<file path="src/rtl/bin_to_bcd_seq_if.sv">
// Handshake and result bus between a numeric source and one BCD converter.
// The source (time/counter logic) is the master; the converter is the slave.
interface bin_to_bcd_seq_if #(
    parameter int IN_WIDTH = 6,
    parameter int DIGITS   = 2
);
    logic                  start;
    logic [IN_WIDTH-1:0]   number;
    logic                  busy;
    logic                  done;
    logic                  err;
    logic [DIGITS*4-1:0]   bcd;

    modport master (output start, number, input  busy, done, err, bcd);
    modport slave  (input  start, number, output busy, done, err, bcd);
endinterface

</file>
<file path="src/rtl/bin_to_bcd_seq.sv">
// Iterative shift-and-add-3 binary-to-BCD converter.
// One input bit is consumed per cycle; bcd/err only change on the FINISH cycle,
// so the renderer never sees partially converted digits.

// Per-digit correction: a digit of 5..9 would overflow past 9 on the next
// shift, so it is pre-biased by 3.
module bcd_add3 (
    input  logic [3:0] d,
    output logic [3:0] q
);
    assign q = (d >= 4'd5) ? d + 4'd3 : d;
endmodule

module bin_to_bcd_seq #(
    parameter int          IN_WIDTH  = 6,
    parameter int          DIGITS    = 2,
    parameter int unsigned MAX_VALUE = 59
) (
    input  logic          clk,
    input  logic          rst_n,
    bin_to_bcd_seq_if.slave bus
);
    localparam int BW = DIGITS * 4;
    localparam int CW = $clog2(IN_WIDTH + 1);

    localparam logic [1:0] IDLE   = 2'd0;
    localparam logic [1:0] SHIFT  = 2'd1;
    localparam logic [1:0] FINISH = 2'd2;

    logic [1:0]          state;
    logic [IN_WIDTH-1:0] sreg;
    logic [IN_WIDTH-1:0] cap;
    logic [BW-1:0]       scratch;
    logic [BW-1:0]       adj;
    logic [CW-1:0]       cnt;
    logic                busy_q;
    logic                done_q;
    logic                err_q;
    logic [BW-1:0]       bcd_q;
    logic                over;

    // One corrector per digit; the top-digit carry is dropped by construction.
    for (genvar g = 0; g < DIGITS; g++) begin : g_dig
        bcd_add3 u_add3 (.d(scratch[g*4 +: 4]), .q(adj[g*4 +: 4]));
    end

    // Range check is unsigned and wide enough that MAX_VALUE never truncates.
    assign over = 33'(cap) > 33'(MAX_VALUE);

    // Conversion FSM: capture, IN_WIDTH shift steps, then publish result.
    always_ff @(posedge clk) begin
        if (!rst_n) begin
            state   <= IDLE;
            sreg    <= '0;
            cap     <= '0;
            scratch <= '0;
            cnt     <= '0;
            busy_q  <= 1'b0;
            done_q  <= 1'b0;
            err_q   <= 1'b0;
            bcd_q   <= '0;
        end else begin
            done_q <= 1'b0;
            case (state)
                IDLE: begin
                    if (bus.start) begin
                        sreg    <= bus.number;
                        cap     <= bus.number;
                        scratch <= '0;
                        cnt     <= CW'(IN_WIDTH);
                        busy_q  <= 1'b1;
                        state   <= SHIFT;
                    end
                end
                SHIFT: begin
                    scratch <= {adj[BW-2:0], sreg[IN_WIDTH-1]};
                    sreg    <= sreg << 1;
                    cnt     <= cnt - CW'(1);
                    if (cnt == CW'(1))
                        state <= FINISH;
                end
                FINISH: begin
                    if (over) begin
                        bcd_q <= '1;
                        err_q <= 1'b1;
                    end else begin
                        bcd_q <= scratch;
                        err_q <= 1'b0;
                    end
                    done_q <= 1'b1;
                    busy_q <= 1'b0;
                    state  <= IDLE;
                end
                default: state <= IDLE;
            endcase
        end
    end

    assign bus.busy = busy_q;
    assign bus.done = done_q;
    assign bus.err  = err_q;
    assign bus.bcd  = bcd_q;
endmodule

</file>
<file path="src/flat_wrapper.sv">
// flat-port wrapper written by rule: the top's interface ports become plain ports
module bin_to_bcd_seq_flat 
#(
    parameter int          IN_WIDTH  = 6,
    parameter int          DIGITS    = 2,
    parameter int unsigned MAX_VALUE = 59
)
  (clk, rst_n, bus_start, bus_number, bus_busy, bus_done, bus_err, bus_bcd);
  bin_to_bcd_seq_if #(.IN_WIDTH(IN_WIDTH), .DIGITS(DIGITS)) bus_i ();
  input  logic clk;
  input  logic rst_n;
  input wire logic [$bits(bus_i.start)-1:0] bus_start;
  input wire logic [$bits(bus_i.number)-1:0] bus_number;
  output wire logic [$bits(bus_i.busy)-1:0] bus_busy;
  output wire logic [$bits(bus_i.done)-1:0] bus_done;
  output wire logic [$bits(bus_i.err)-1:0] bus_err;
  output wire logic [$bits(bus_i.bcd)-1:0] bus_bcd;
  assign bus_i.start = bus_start;
  assign bus_i.number = bus_number;
  assign bus_busy = bus_i.busy;
  assign bus_done = bus_i.done;
  assign bus_err = bus_i.err;
  assign bus_bcd = bus_i.bcd;
  bin_to_bcd_seq #(.IN_WIDTH(IN_WIDTH), .DIGITS(DIGITS), .MAX_VALUE(MAX_VALUE)) u_core (.clk(clk), .rst_n(rst_n), .bus(bus_i));
endmodule
</file>
<file path="config.mk">
export PLATFORM = sky130hd
export DESIGN_NAME = bin_to_bcd_seq_flat
export DESIGN_NICKNAME = d
export VERILOG_FILES = /design/src/rtl/bin_to_bcd_seq_if.sv /design/src/rtl/bin_to_bcd_seq.sv /design/src/flat_wrapper.sv
export SDC_FILE = /design/constraint.sdc
export NUM_CORES = 1
export LEC_CHECK = 0
export CELL_PAD_IN_SITES_DETAIL_PLACEMENT = 1
export CELL_PAD_IN_SITES_GLOBAL_PLACEMENT = 2
export CORE_MARGIN = 3
export CORE_UTILIZATION = 36
export CTS_BUF_LIST = sky130_fd_sc_hd__clkbuf_8
export CTS_CLUSTER_SIZE = 12
export DETAILED_ROUTE_END_ITERATION = 10
export DONT_BUFFER_PORTS = 1
export HOLD_SLACK_MARGIN = 0.1
export PLACE_DENSITY = 0.8
export SETUP_SLACK_MARGIN = 0.1
export SLEW_MARGIN = 30
export SYNTH_ARGS = -nofsm -noshare
export SYNTH_HDL_FRONTEND = slang
export SYNTH_HIERARCHICAL = 1
export SYNTH_SLANG_ARGS = --single-unit
</file>
<file path="constraint.sdc">
create_clock -name clk -period 1.37 [get_ports clk]
set_clock_uncertainty 0.15 [all_clocks]
set_input_delay 0.2055 -clock clk [delete_from_list [all_inputs] [get_ports clk]]
set_output_delay 0.2055 -clock clk [all_outputs]
set_load 0.02 [all_outputs]
</file>
---- Word level (Yosys, flattened, before mapping) ----
Index checks and enable logic that the tools add are counted.
Widths: inputs -> output; s select.
operators by class
  order comparisons ....................... 3
  multiplexer cells ....................... 16
  reduce and logical (&&, ||, !) cells .... 7
  equal/unequal tests ..................... 5
  add/sub/neg operators ................... 3
operators by type and width
  operator             number
  $mux 8               2
  $pmux 8 s2           1
  $pmux 6 s2           1
  $ge 4x3->1 const B   2
  $reduce_and 2->1     4
  $gt 6x6->1 const B   1
  $mux 3               2
  $mux 6               1
  $pmux 3 s2           1
  $add 4x2->4 const B  1
  $mux 2               2
  $mux 4               1
  $pmux 2 s2           1
  $reduce_bool 2->1    2
  $add 3x2->3 const B  1
  $eq 3x1->1 const B   1
  $mux 1               3
  $sub 3x1->3 const B  1
  $eq 2x1->1 const B   1
  $eq 2x2->1 const B   1
  $logic_not 2->1      1
  $ne 2x1->1 const B   1
  $ne 2x2->1 const B   1
  $pmux 1 s2           1
word-level totals
  bits in registers ....................... 36
  logic and storage cells ................. 43
  output and inout port bits .............. 11
  input port bits ......................... 9

---- Depth between registers and ports, before layout ----
  word-level depth ........................ 3
  depth in mapped cells ................... 6
  gate-level depth less buffers ........... 6

---- Hierarchy ----
The synthesis kept the hierarchy.
modules (own cells, without submodules)
  module          cells an instance  times used  area each (um2)  seq. area each (um2)
  bin_to_bcd_seq  119                1           1331.3           680.7
  bcd_add3        16                 2           101.3            0.0

---- Worst setup path after synthesis ----
OpenSTA, ideal clock, no wires.
  path kind ............................... register -> register
  start point ............................. register u_core.scratch[1]
  end point ............................... register u_core.scratch[2]
  setup time .............................. 0.117 ns
  cell stages (with the launch flop) ...... 7
  clock period less this slack ............ 1.449 ns
  required time ........................... 1.103 ns
  slack ................................... -0.079 ns
  path buffers ............................ 0
  arrival time ............................ 1.182 ns
  cells stage by stage .................... dfxtp_1 -> inv_1 -> ha_1 -> nand2b_1 -> a21oi_2 -> mux2i_1 -> a22o_1
on the way
  cells in the longest elaborated chain, start to end .. 3
  elaborated cells between the ends (all ways) .. 4
  those cells by class .................... 1 x add/sub; 1 x order compare; 2 x mux
RTL lines
  element                                           line                  text
  from (decl)                                       bin_to_bcd_seq.sv:33  logic [BW-1:0] scratch;
  from (signal assigned)                            bin_to_bcd_seq.sv:76  scratch <= {adj[BW-2:0], sreg[IN_WIDTH-1]};
  $add 4x2->4 / $ge 4x3->1 (equally long branches)  bin_to_bcd_seq.sv:11  assign q = (d >= 4'd5) ? d + 4'd3 : d;
  $mux 4 *                                          bin_to_bcd_seq.sv:11
  via u_core.adj[1]                                 bin_to_bcd_seq.sv:34  logic [BW-1:0] adj;
  $pmux 8 s2 *                                      bin_to_bcd_seq.sv:64  case (state)
Mark *: on every way through the listed nets, which the timed path passes. The rest lies on a longest branch.
A chain may end at the register's enable or synchronous reset.

---- Final worst setup path ----
Same ends and word-level chain as after synthesis.

==> metrics.md <==
| Metric | Value |
|---|---|
| Outcome | `complete, but fails checks` |
| Failing checks | `setup timing` |
| Final WS setup | `-38.39 ps` |
| Crit-path slowest cell | `dfxtp_2` |
| Drt drc | `0` |
| WL final | `about 3.7 mm` |
| TritonCTS clock tree | `built` |
| Hold path startpoint | `rst_n` |
| Row cnt | `22` |
| WP data arrival | `around 1500 ps` |
| Layout Nets | `187` |
| Clock Latency Late Sink | `290 ps` |
| Root Driver | `clkbuf_8` |
| Worst vdd ir | `roughly 0.57 mV` |
| Post-synthesis cell area | `~1500 µm²` |
| CP max FO | `3` |
| WS Path Type | `reg -> reg` |
| IO Pins | `20` |
| Clock sinks | `34` |
| Tmin final | `1408 ps` |
| Buffers on Ports | `0` |
| N_diodes | `0` |
| Worst-path cell chain | `inv_4 > ha_4 > nand2b_4 > a21oi_4 > mux2i_1 > a22o_1` |
| Hold Path Depth | `3` |
| Starting DRT DRC Count | `41` |
| Worst reg2reg path depth | `6` |
| CP peak stage delay | `approximately 360 ps` |
| Finished Core Util | `54.22%` |
| Mapped Nets | `162` |
| Cell Pwr Density | `1015 nW/µm²` |
| Largest net degree at the start of global routing | `27` |
| WL per Instance | `between 15 and 20 µm` |
| Period utilisation layout | `102.8%` |
| Via/cell ratio | `around 5.3` |
| First-pass GRT wire length | `around 6.3 mm` |
| Max-cap check violation count | `0` |
| Detailed Routing Iterations Pass 1 | `4` |
| Post-route ant nets | `0` |
| Placed insts | `~200` |
| RD Place Congestion | `0.7934` |
| Most common cell after layout, fill and taps aside | `dfxtp_1` |
| Final setup fails | `4` |
| WP data required | `about 1500 ps` |
| Global route overflow | `0` |
| Hold Fails Final Rpt | `0` |
| H-tree lvl count | `2` |
| Fmax | `approximately 710 MHz` |
| Clk slew on worst S/H paths | `~70 ps` |
| Most frequent cells in the layout | `27 x dfxtp_1, 13 x nand2_1, 11 x buf_4` |
| Reg-to-reg slack, setup | `-40 ps` |
| Initial Utilization | `between 30% and 40%` |
| Worst setup path startpoint | `u_core/scratch[1]` |
| Leakage | `around 0.8 nW` |
| Reg2reg start | `u_core/scratch[1]` |
| Area grow syn2layout | `38.02%` |
| Max-slew violation count | `0` |
| Cells after Synth | `around 150` |
| Non-filler instance count after layout | `221` |
| Core Area | `between 3000 and 4000 µm²` |
| Hold Crit Class | `in -> reg` |
| Die W | `70.85 µm` |
| Worst-Margin Slew | `~270 ps` |
| All-Layer GR Usage | `between 15 and 20%` |
| Crit. End Element | `flip-flop` |
| Cts bufs inserted | `5` |
| Avg Inst Size Synth | `between 10 and 15 µm²` |
| Via Count | `about 1200` |
| Initial antenna violation count | `0` |
| Synth warn | `6` |
| Area of the die | `roughly 5000 µm²` |
| Slew headroom | `81.64%` |
| WHS | `53.61 ps` |
| RSZ-0062 raised after global routing | `true` |
| Vias in the first global route | `about 1300` |
| Clk buf depth | `2` |
| Fraction of layout cells with a size suffix above 1 | `approximately 44%` |
| Startpoint Class | `flip-flop` |
| Die span in y | `about 71 µm` |
| Hpwl dp | `~2.4 mm` |
[sequential cells by signal, summed over array words and instances, names as in the netlist]
name             flops
u_core/bus.done      1
u_core/cnt           3
u_core/state         2
u_core/sreg          6
u_core/bus.bcd       8
u_core/scratch       8
u_core/cap           4
u_core/bus.err       1
u_core/bus.busy      1
[worst max-delay path: cells and delay by family (launching register included)]
family	cells	cell delay (ps)
AND/OR/NAND/NOR	1	140
multiplexers	1	200
AO/OA/AOI/OAI	2	300
buffers and inverters	1	50
flip-flops	1	360
adder cells (fa/ha/maj)	1	150
[metrics by stage]
stage / area (µm²) / total power, W / worst slack, ps / TNS (ps)
global route: 2090 / 0.002226 / -100.5 / -407.4
finish: 2090 / 0.002121 / -38.39 / -105.2
global placement: 1677 / 0.001269 / 1.344 / 0
floorplan: 1569 / 0.001238 / 22.88 / 0
CTS: 1961 / 0.002094 / -26.92 / -89.02
detailed placement: 1677 / 0.001282 / -44.14 / -254.2
[final timing paths]
kind / end
worst max-delay path: u_core/scratch[2]
worst min-delay path: u_core/cnt[2]
worst max register to register: u_core/scratch[2]
worst min register to register: u_core/cap[3]
[layout make-up]
type,instances,area [µm²]
multi-input combinational,96,934.6
inverter,8,37.54
timing repair buffer,27,271.5
clock inverter,2,8.758
tap,48,60.06
fill,413,1764
sequential,34,694.4
clock buffer,6,82.58
[layer usage]
metal / GRT usage, % / share of wire, %
met5: 0 / 0
met4: 5.846 / 1.9
met3: 5.114 / 3.9
met2: 27.91 / 50
met1: 17.87 / 44
[power breakdown]
part | switching (W) | internal [W] | leakage, nW | total (W)
logic | 0.000125 | 0.000151 | 0.487 | 0.000276
clock network | 0.000367 | 0.000398 | 0.0524 | 0.000765
registers | 0.0000494 | 0.00103 | 0.281 | 0.00108
total | 0.000541 | 0.00158 | 0.820 | 0.00212
[what timing repair did]
item / CTS / global route
setup endpoints to repair: 32 / 33
setup buffers: 3 / 2
gates cloned: 1 / 0
pin swaps: 7 / 16
hold buffers: 5 / 3
hold endpoints to repair: 25 / 25
gates resized for setup: 33 / 23
No activity file was read; power rests on OpenSTA's default activity.
